File: config.mk
export PLATFORM = sky130hd
export DESIGN_NAME = channel_out
export DESIGN_NICKNAME = d
export VERILOG_FILES = /design/src/rtl/channel_out.sv
export SDC_FILE = /design/constraint.sdc
export NUM_CORES = 1
export LEC_CHECK = 0
export CAP_MARGIN = 15
export CORE_ASPECT_RATIO = 2
export CORE_MARGIN = 5
export CORE_UTILIZATION = 57
export CTS_CLUSTER_DIAMETER = 30
export CTS_CLUSTER_SIZE = 20
export DETAILED_ROUTE_END_ITERATION = 10
export GPL_ROUTABILITY_DRIVEN = 1
export GPL_TIMING_DRIVEN = 0
export PLACE_DENSITY = 0.8
export SETUP_SLACK_MARGIN = 0.1
export SYNTH_ARGS = -nofsm -noshare
export SYNTH_HDL_FRONTEND = slang
export SYNTH_SLANG_ARGS = --single-unit
File: constraint.sdc
create_clock -name clk_i -period 5.35 [get_ports clk_i]
set_input_delay 1.07 -clock clk_i [delete_from_list [all_inputs] [get_ports clk_i]]
set_output_delay 1.07 -clock clk_i [all_outputs]
set_load 0.005 [all_outputs]
File: src/rtl/channel_out.sv
// channel_out: per-channel WS281x (NeoPixel) waveform encoder.
//
// A start pulse makes the block read chan_len+1 LED words from the color
// RAM and send each one as 24 bits, MSB first. Every bit is a high phase
// followed by a low phase. The widths come from the T0H/T0L/T1H/T1L values
// captured at start. After the last bit the line is held low for RST_CYC
// cycles, and then done_o pulses for one cycle.
//
// Ports:
//   clk_i           system clock
//   rst_i           asynchronous active-high reset
//   start_i         one-cycle start pulse, only accepted while idle
//   reg_t0h_i       T0H in clock cycles (0 behaves as 1)
//   reg_t0l_i       T0L in clock cycles (0 behaves as 1)
//   reg_t1h_i       T1H in clock cycles (0 behaves as 1)
//   reg_t1l_i       T1L in clock cycles (0 behaves as 1)
//   reg_chan_len_i  number of LEDs minus 1
//   ram_rd_en_o     RAM read strobe
//   ram_rd_addr_o   RAM word address (LED index)
//   ram_rd_data_i   RAM read data, valid the cycle after the strobe; [23:0] GRB
//   bit_o           serial LED data line, driven from a flop
//   busy_o          high while a frame is in progress
//   done_o          one-cycle pulse on the last cycle of the latch gap
module channel_out #(
  parameter int RST_CYC = 28000,
  parameter int ADDR_W  = 8
) (
  input  logic              clk_i,
  input  logic              rst_i,
  input  logic              start_i,
  input  logic [7:0]        reg_t0h_i,
  input  logic [7:0]        reg_t0l_i,
  input  logic [7:0]        reg_t1h_i,
  input  logic [7:0]        reg_t1l_i,
  input  logic [7:0]        reg_chan_len_i,
  output logic              ram_rd_en_o,
  output logic [ADDR_W-1:0] ram_rd_addr_o,
  input  logic [31:0]       ram_rd_data_i,
  output logic              bit_o,
  output logic              busy_o,
  output logic              done_o
);

  localparam int GAP_W = ($clog2(RST_CYC + 1) < 15) ? 15 : $clog2(RST_CYC + 1);

  typedef enum logic [2:0] {
    S_IDLE,
    S_FETCH,
    S_WAIT,
    S_HIGH,
    S_LOW,
    S_GAP
  } state_t;

  state_t              state_q, state_d;
  logic [7:0]          t0h_q, t0h_d;
  logic [7:0]          t0l_q, t0l_d;
  logic [7:0]          t1h_q, t1h_d;
  logic [7:0]          t1l_q, t1l_d;
  logic [7:0]          len_q, len_d;
  logic [23:0]         shift_q, shift_d;
  logic [23:0]         nxt_q, nxt_d;
  logic [4:0]          bit_cnt_q, bit_cnt_d;
  logic [7:0]          led_rem_q, led_rem_d;
  logic [7:0]          dur_q, dur_d;
  logic [GAP_W-1:0]    gap_q, gap_d;
  logic                bit_q, bit_d;
  logic                rd_en_q, rd_en_d;
  logic                rd_pend_q, rd_pend_d;
  logic [ADDR_W-1:0]   addr_q, addr_d;

  // The upper RAM byte carries no pixel data.
  logic unused_data_hi;
  assign unused_data_hi = ^ram_rd_data_i[31:24];

  // A phase counter is loaded with its length minus one. A programmed 0
  // therefore gives the same 1-cycle phase as a programmed 1.
  function automatic logic [7:0] eff_m1(input logic [7:0] v);
    return (v == 8'd0) ? 8'd0 : v - 8'd1;
  endfunction

  // State and datapath registers. Reset clears everything, so an aborted
  // frame drops the line low at once and never produces done_o.
  always_ff @(posedge clk_i or posedge rst_i) begin
    if (rst_i) begin
      state_q   <= S_IDLE;
      t0h_q     <= '0;
      t0l_q     <= '0;
      t1h_q     <= '0;
      t1l_q     <= '0;
      len_q     <= '0;
      shift_q   <= '0;
      nxt_q     <= '0;
      bit_cnt_q <= '0;
      led_rem_q <= '0;
      dur_q     <= '0;
      gap_q     <= '0;
      bit_q     <= 1'b0;
      rd_en_q   <= 1'b0;
      rd_pend_q <= 1'b0;
      addr_q    <= '0;
    end else begin
      state_q   <= state_d;
      t0h_q     <= t0h_d;
      t0l_q     <= t0l_d;
      t1h_q     <= t1h_d;
      t1l_q     <= t1l_d;
      len_q     <= len_d;
      shift_q   <= shift_d;
      nxt_q     <= nxt_d;
      bit_cnt_q <= bit_cnt_d;
      led_rem_q <= led_rem_d;
      dur_q     <= dur_d;
      gap_q     <= gap_d;
      bit_q     <= bit_d;
      rd_en_q   <= rd_en_d;
      rd_pend_q <= rd_pend_d;
      addr_q    <= addr_d;
    end
  end

  // Next-state logic. The read strobe is registered. Any state that needs a
  // read issues it for the following cycle, and rd_pend marks the cycle in
  // which that read's data is on the bus.
  always_comb begin
    state_d   = state_q;
    t0h_d     = t0h_q;
    t0l_d     = t0l_q;
    t1h_d     = t1h_q;
    t1l_d     = t1l_q;
    len_d     = len_q;
    shift_d   = shift_q;
    nxt_d     = nxt_q;
    bit_cnt_d = bit_cnt_q;
    led_rem_d = led_rem_q;
    dur_d     = dur_q;
    gap_d     = gap_q;
    bit_d     = bit_q;
    rd_en_d   = 1'b0;
    rd_pend_d = rd_en_q;
    addr_d    = addr_q;

    // Every returned word lands in the next-word buffer. The word-0 capture
    // during WAIT is harmless: the prefetch of word 1 overwrites it before
    // the buffer is ever read.
    if (rd_pend_q) begin
      nxt_d = ram_rd_data_i[23:0];
    end

    case (state_q)
      S_IDLE: begin
        if (start_i) begin
          t0h_d   = reg_t0h_i;
          t0l_d   = reg_t0l_i;
          t1h_d   = reg_t1h_i;
          t1l_d   = reg_t1l_i;
          len_d   = reg_chan_len_i;
          rd_en_d = 1'b1;
          addr_d  = '0;
          state_d = S_FETCH;
        end
      end

      // The read of word 0 is on the bus this cycle. Set up the prefetch of
      // word 1 so that it appears while WAIT is active.
      S_FETCH: begin
        if (len_q != 8'd0) begin
          rd_en_d = 1'b1;
          addr_d  = ADDR_W'(1);
        end
        state_d = S_WAIT;
      end

      S_WAIT: begin
        shift_d   = ram_rd_data_i[23:0];
        bit_cnt_d = 5'd23;
        led_rem_d = len_q;
        bit_d     = 1'b1;
        dur_d     = eff_m1(ram_rd_data_i[23] ? t1h_q : t0h_q);
        state_d   = S_HIGH;
      end

      S_HIGH: begin
        if (dur_q == 8'd0) begin
          bit_d   = 1'b0;
          dur_d   = eff_m1(shift_q[23] ? t1l_q : t0l_q);
          state_d = S_LOW;
        end else begin
          dur_d = dur_q - 8'd1;
        end
      end

      // At the end of each low phase, move on to the next bit, then the next
      // LED, then the latch gap. The high phase of the next bit follows with
      // no idle cycle in between.
      S_LOW: begin
        if (dur_q != 8'd0) begin
          dur_d = dur_q - 8'd1;
        end else if (bit_cnt_q != 5'd0) begin
          shift_d   = {shift_q[22:0], 1'b0};
          bit_cnt_d = bit_cnt_q - 5'd1;
          bit_d     = 1'b1;
          dur_d     = eff_m1(shift_q[22] ? t1h_q : t0h_q);
          state_d   = S_HIGH;
        end else if (led_rem_q != 8'd0) begin
          shift_d   = nxt_q;
          bit_cnt_d = 5'd23;
          led_rem_d = led_rem_q - 8'd1;
          bit_d     = 1'b1;
          dur_d     = eff_m1(nxt_q[23] ? t1h_q : t0h_q);
          state_d   = S_HIGH;
          if (led_rem_q > 8'd1) begin
            rd_en_d = 1'b1;
            addr_d  = addr_q + ADDR_W'(1);
          end
        end else begin
          gap_d   = GAP_W'(RST_CYC - 1);
          state_d = S_GAP;
        end
      end

      S_GAP: begin
        if (gap_q == '0) begin
          state_d = S_IDLE;
        end else begin
          gap_d = gap_q - GAP_W'(1);
        end
      end

      default: state_d = S_IDLE;
    endcase
  end

  assign ram_rd_en_o   = rd_en_q;
  assign ram_rd_addr_o = addr_q;
  assign bit_o         = bit_q;
  assign busy_o        = (state_q != S_IDLE);
  assign done_o        = (state_q == S_GAP) && (gap_q == '0);

endmodule

==> results.md <==
* Status: finished clean
* Post-Syn Area at 0.00807 mm²
* GRT met1 Usage at 27.8%
* Row cnt at 61
* Peak VDD IR at 0.364 mV
* Wire per inst at 19.0 µm
* Fin crit share at 72.8%
* Layout Nets at 1038
* # Max-Cap Violations at 0
* CP Launch Type: flip-flop
* Yosys warns at 0
* CP arrival at 2.83 ns
* Post-synth EDFFs at 0
* Seq/Total Area, Yosys at 42.8%
* CTS Hold Bufs at 0
* Largest net degree at the start of global routing at 87
* Clk slew on worst S/H paths at 0.07 ns
* Fin Clk Skew at 0.0115 ns
* Async set or reset register ratio after synthesis at 100%
* Vias/cell at 6.21
* Starting Density at 58.1%
* Static Leakage at 3.96 nW
* TritonCTS buffer count at 17
* Yosys cell types at 72
* Element type at the critical path end: primary output
* Fillers at 1099
* Top Registers: nxt_q (24), shift_q (24), gap_q (15)
* Area contributors post-synth: dfrtp_1 43%, mux2_2 9.6%, nand2_1 5.0%, o21ai_0 4.2%, a21oi_1 4.0%
* Worst slew pin tran at 0.794 ns
* First-pass GRT wire length at 35.5 mm
* Vias at 7144
* Drt pass-1 iters at 5
* Met3 Resource Use GR at 4.39%
* Cts repair resizes at 0
* Seq cells post-synth at 138
* Multi-input logic area at 0.00433 mm²
* H-Tree Depth at 4
* TritonCTS clock tree: done
* Overall routed net length at 21.8 mm
* N_diodes at 0
* RSZ-0062 raised after global routing: false
* Vias in the first global route at 7366
* Initial antenna violation count at 0
* GRT Residual Overflow at 0
* CP Max Fanout at 10
* Relative slew margins at 47.0%
* Synth Flop Type: dfrtp_1
* # IOs at 87
* Setup bufs post-CTS at 0
* Later-pin clock latency in the skew report at 0.43 ns
* DR iter-0 viols at 360
* Final hold viol count at 0
* Placer Congestion at 0.980
* Most frequent cells in the layout: 138 x dfrtp_1, 107 x nand2_1, 77 x clkdlybuf4s50_1, 69 x mux2_2, 68 x o21ai_0
* Dominant cell type by area after synthesis: dfrtp_1
* Hold Crit Class: flip-flop to flip-flop
* Antenna Nets Post-Route at 0
* Total GRT Usage at 26.9%
* Fin. max-slew vios at 0
* Post-synthesis cell count at 851
* DR DRC count at 0
* Maximum clock frequency at 0.257 GHz
* Sink Count at 138
* Mapped Nets at 941
* Final instance area at 0.00976 mm²
* Dpl cell area at 0.00911 mm²
* Core area at 0.0139 mm²
* Share of the synthesized area in the top cell type at 42.8%
* Crit path kind: flip-flop to primary output
* Avg Inst Size Synth at 9.49 µm²
* Min Tclk post-route at 3.90 ns
* Total Power at 5.83 mW
* Share of post-route cells with drive strength above 1 at 15.0%
* Pwr per Cell Area at 598 mW/mm²
* Required time of the critical path at 4.28 ns
* Detailed placer's ending HPWL at 15.9 mm
* Final Setup Violations at 0
* Layout Area Growth over Synthesis at 20.8%
* Die Wd at 94.2 µm
* Met2 GRT Util at 49.3%
* Port Buf Inserts at 77
* Commonest non-fill, non-tap cell in the layout: dfrtp_1
* GRT Max-Usage Layer: met2
* Die Footprint at 0.0168 mm²
* CTS root buffer: clkbuf_16
* Storage cell area at 0.00345 mm²
* Clock buffer depth at 2
* Die Ht at 178 µm
area by class of cell:
cell class,count,area share [%]
multi-input cells,644,44.4
plain buffers,53,2.33
repair buffers,78,8.18
inverters,16,0.667
clock buffers,17,4.36
well taps,189,2.42
clock inverters,15,2.23
flip-flops and latches,138,35.4
per-layer routing:
metal,share of wire [%],wire length [µm]
met1,36,7840
met2,55,11900
met3,4.1,889
met4,5.2,1130
met5,0,0
final timing paths:
kind,startpoint,slack (ns),cells past startpoint,end
max,gap_q[9],1.45,5,done_o
min,ram_rd_en_o,0.40,0,rd_pend_q
max reg2reg,shift_q[23],1.86,10,dur_q[2]
min reg2reg,ram_rd_en_o,0.40,0,rd_pend_q
max in group asynchronous,rst_i,3.44,3,gap_q[12]
min in group asynchronous,rst_i,1.09,2,t0h_q[4]
worst max-delay path: stages, from the launching register on:
cell	delay (ns)
dfrtp_1	0.40
or3_1	0.42
or4_4	0.49
nor4_4	0.37
buf_6	0.20
clkdlybuf4s50_1	0.50
logic make-up (layout without fill, tap and decap cells):
logic type,Yosys count,count (layout),share of synthesized area (%)
AO/OA/AOI/OAI,207,207,15.7
XOR/XNOR,34,34,3.69
adder cells (fa/ha/maj),15,15,2.32
buffers and inverters,69,179,3.56
flip-flops,138,138,42.8
multiplexers,98,98,13.3
AND/OR/NAND/NOR,290,290,18.6
power by group:
part           total [mW]  internal (mW)  switching [mW]
sequential           1.99           1.53           0.465
combinational        2.54           1.13            1.41
clock                1.30          0.763           0.534
Yosys cell counts, types with 3 or more instances:
master	count
a31oi_1	8
inv_1	16
and2_1	3
mux2i_1	28
o32ai_1	3
ha_1	15
or3_1	8
mux2_2	69
nor4_2	4
a22oi_1	3
nand3b_1	5
a21oi_1	65
nor3_1	30
buf_2	17
nand3_1	15
o21ai_0	68
clkbuf_1	24
nor3b_1	11
xor2_1	11
dfrtp_1	138
o211ai_1	10
nor4b_1	7
nor2_1	50
a211oi_1	3
nor2b_1	3
buf_1	11
nand4_1	3
o2111ai_1	3
o22ai_1	10
nor4_1	12
and3_1	5
xnor2_1	23
o31ai_1	6
nand2_1	107
nand2b_1	5
or4_1	4
through the flow:
step	TNS, ns	hold slack, ns	worst slack [ns]	util (%)	instances
after global placement	-188.10	0.389	-1.38	65.4	1117
final	0	0.402	1.45	70.2	1150
after global routing	0	0.438	1.32	70.2	1150
after CTS	0	0.413	1.46	70.2	1150
after detailed placement	0	0.393	1.35	65.6	1118
after floorplan	0	0.376	0.584	-	851
No activity file was read; power rests on OpenSTA's default activity.
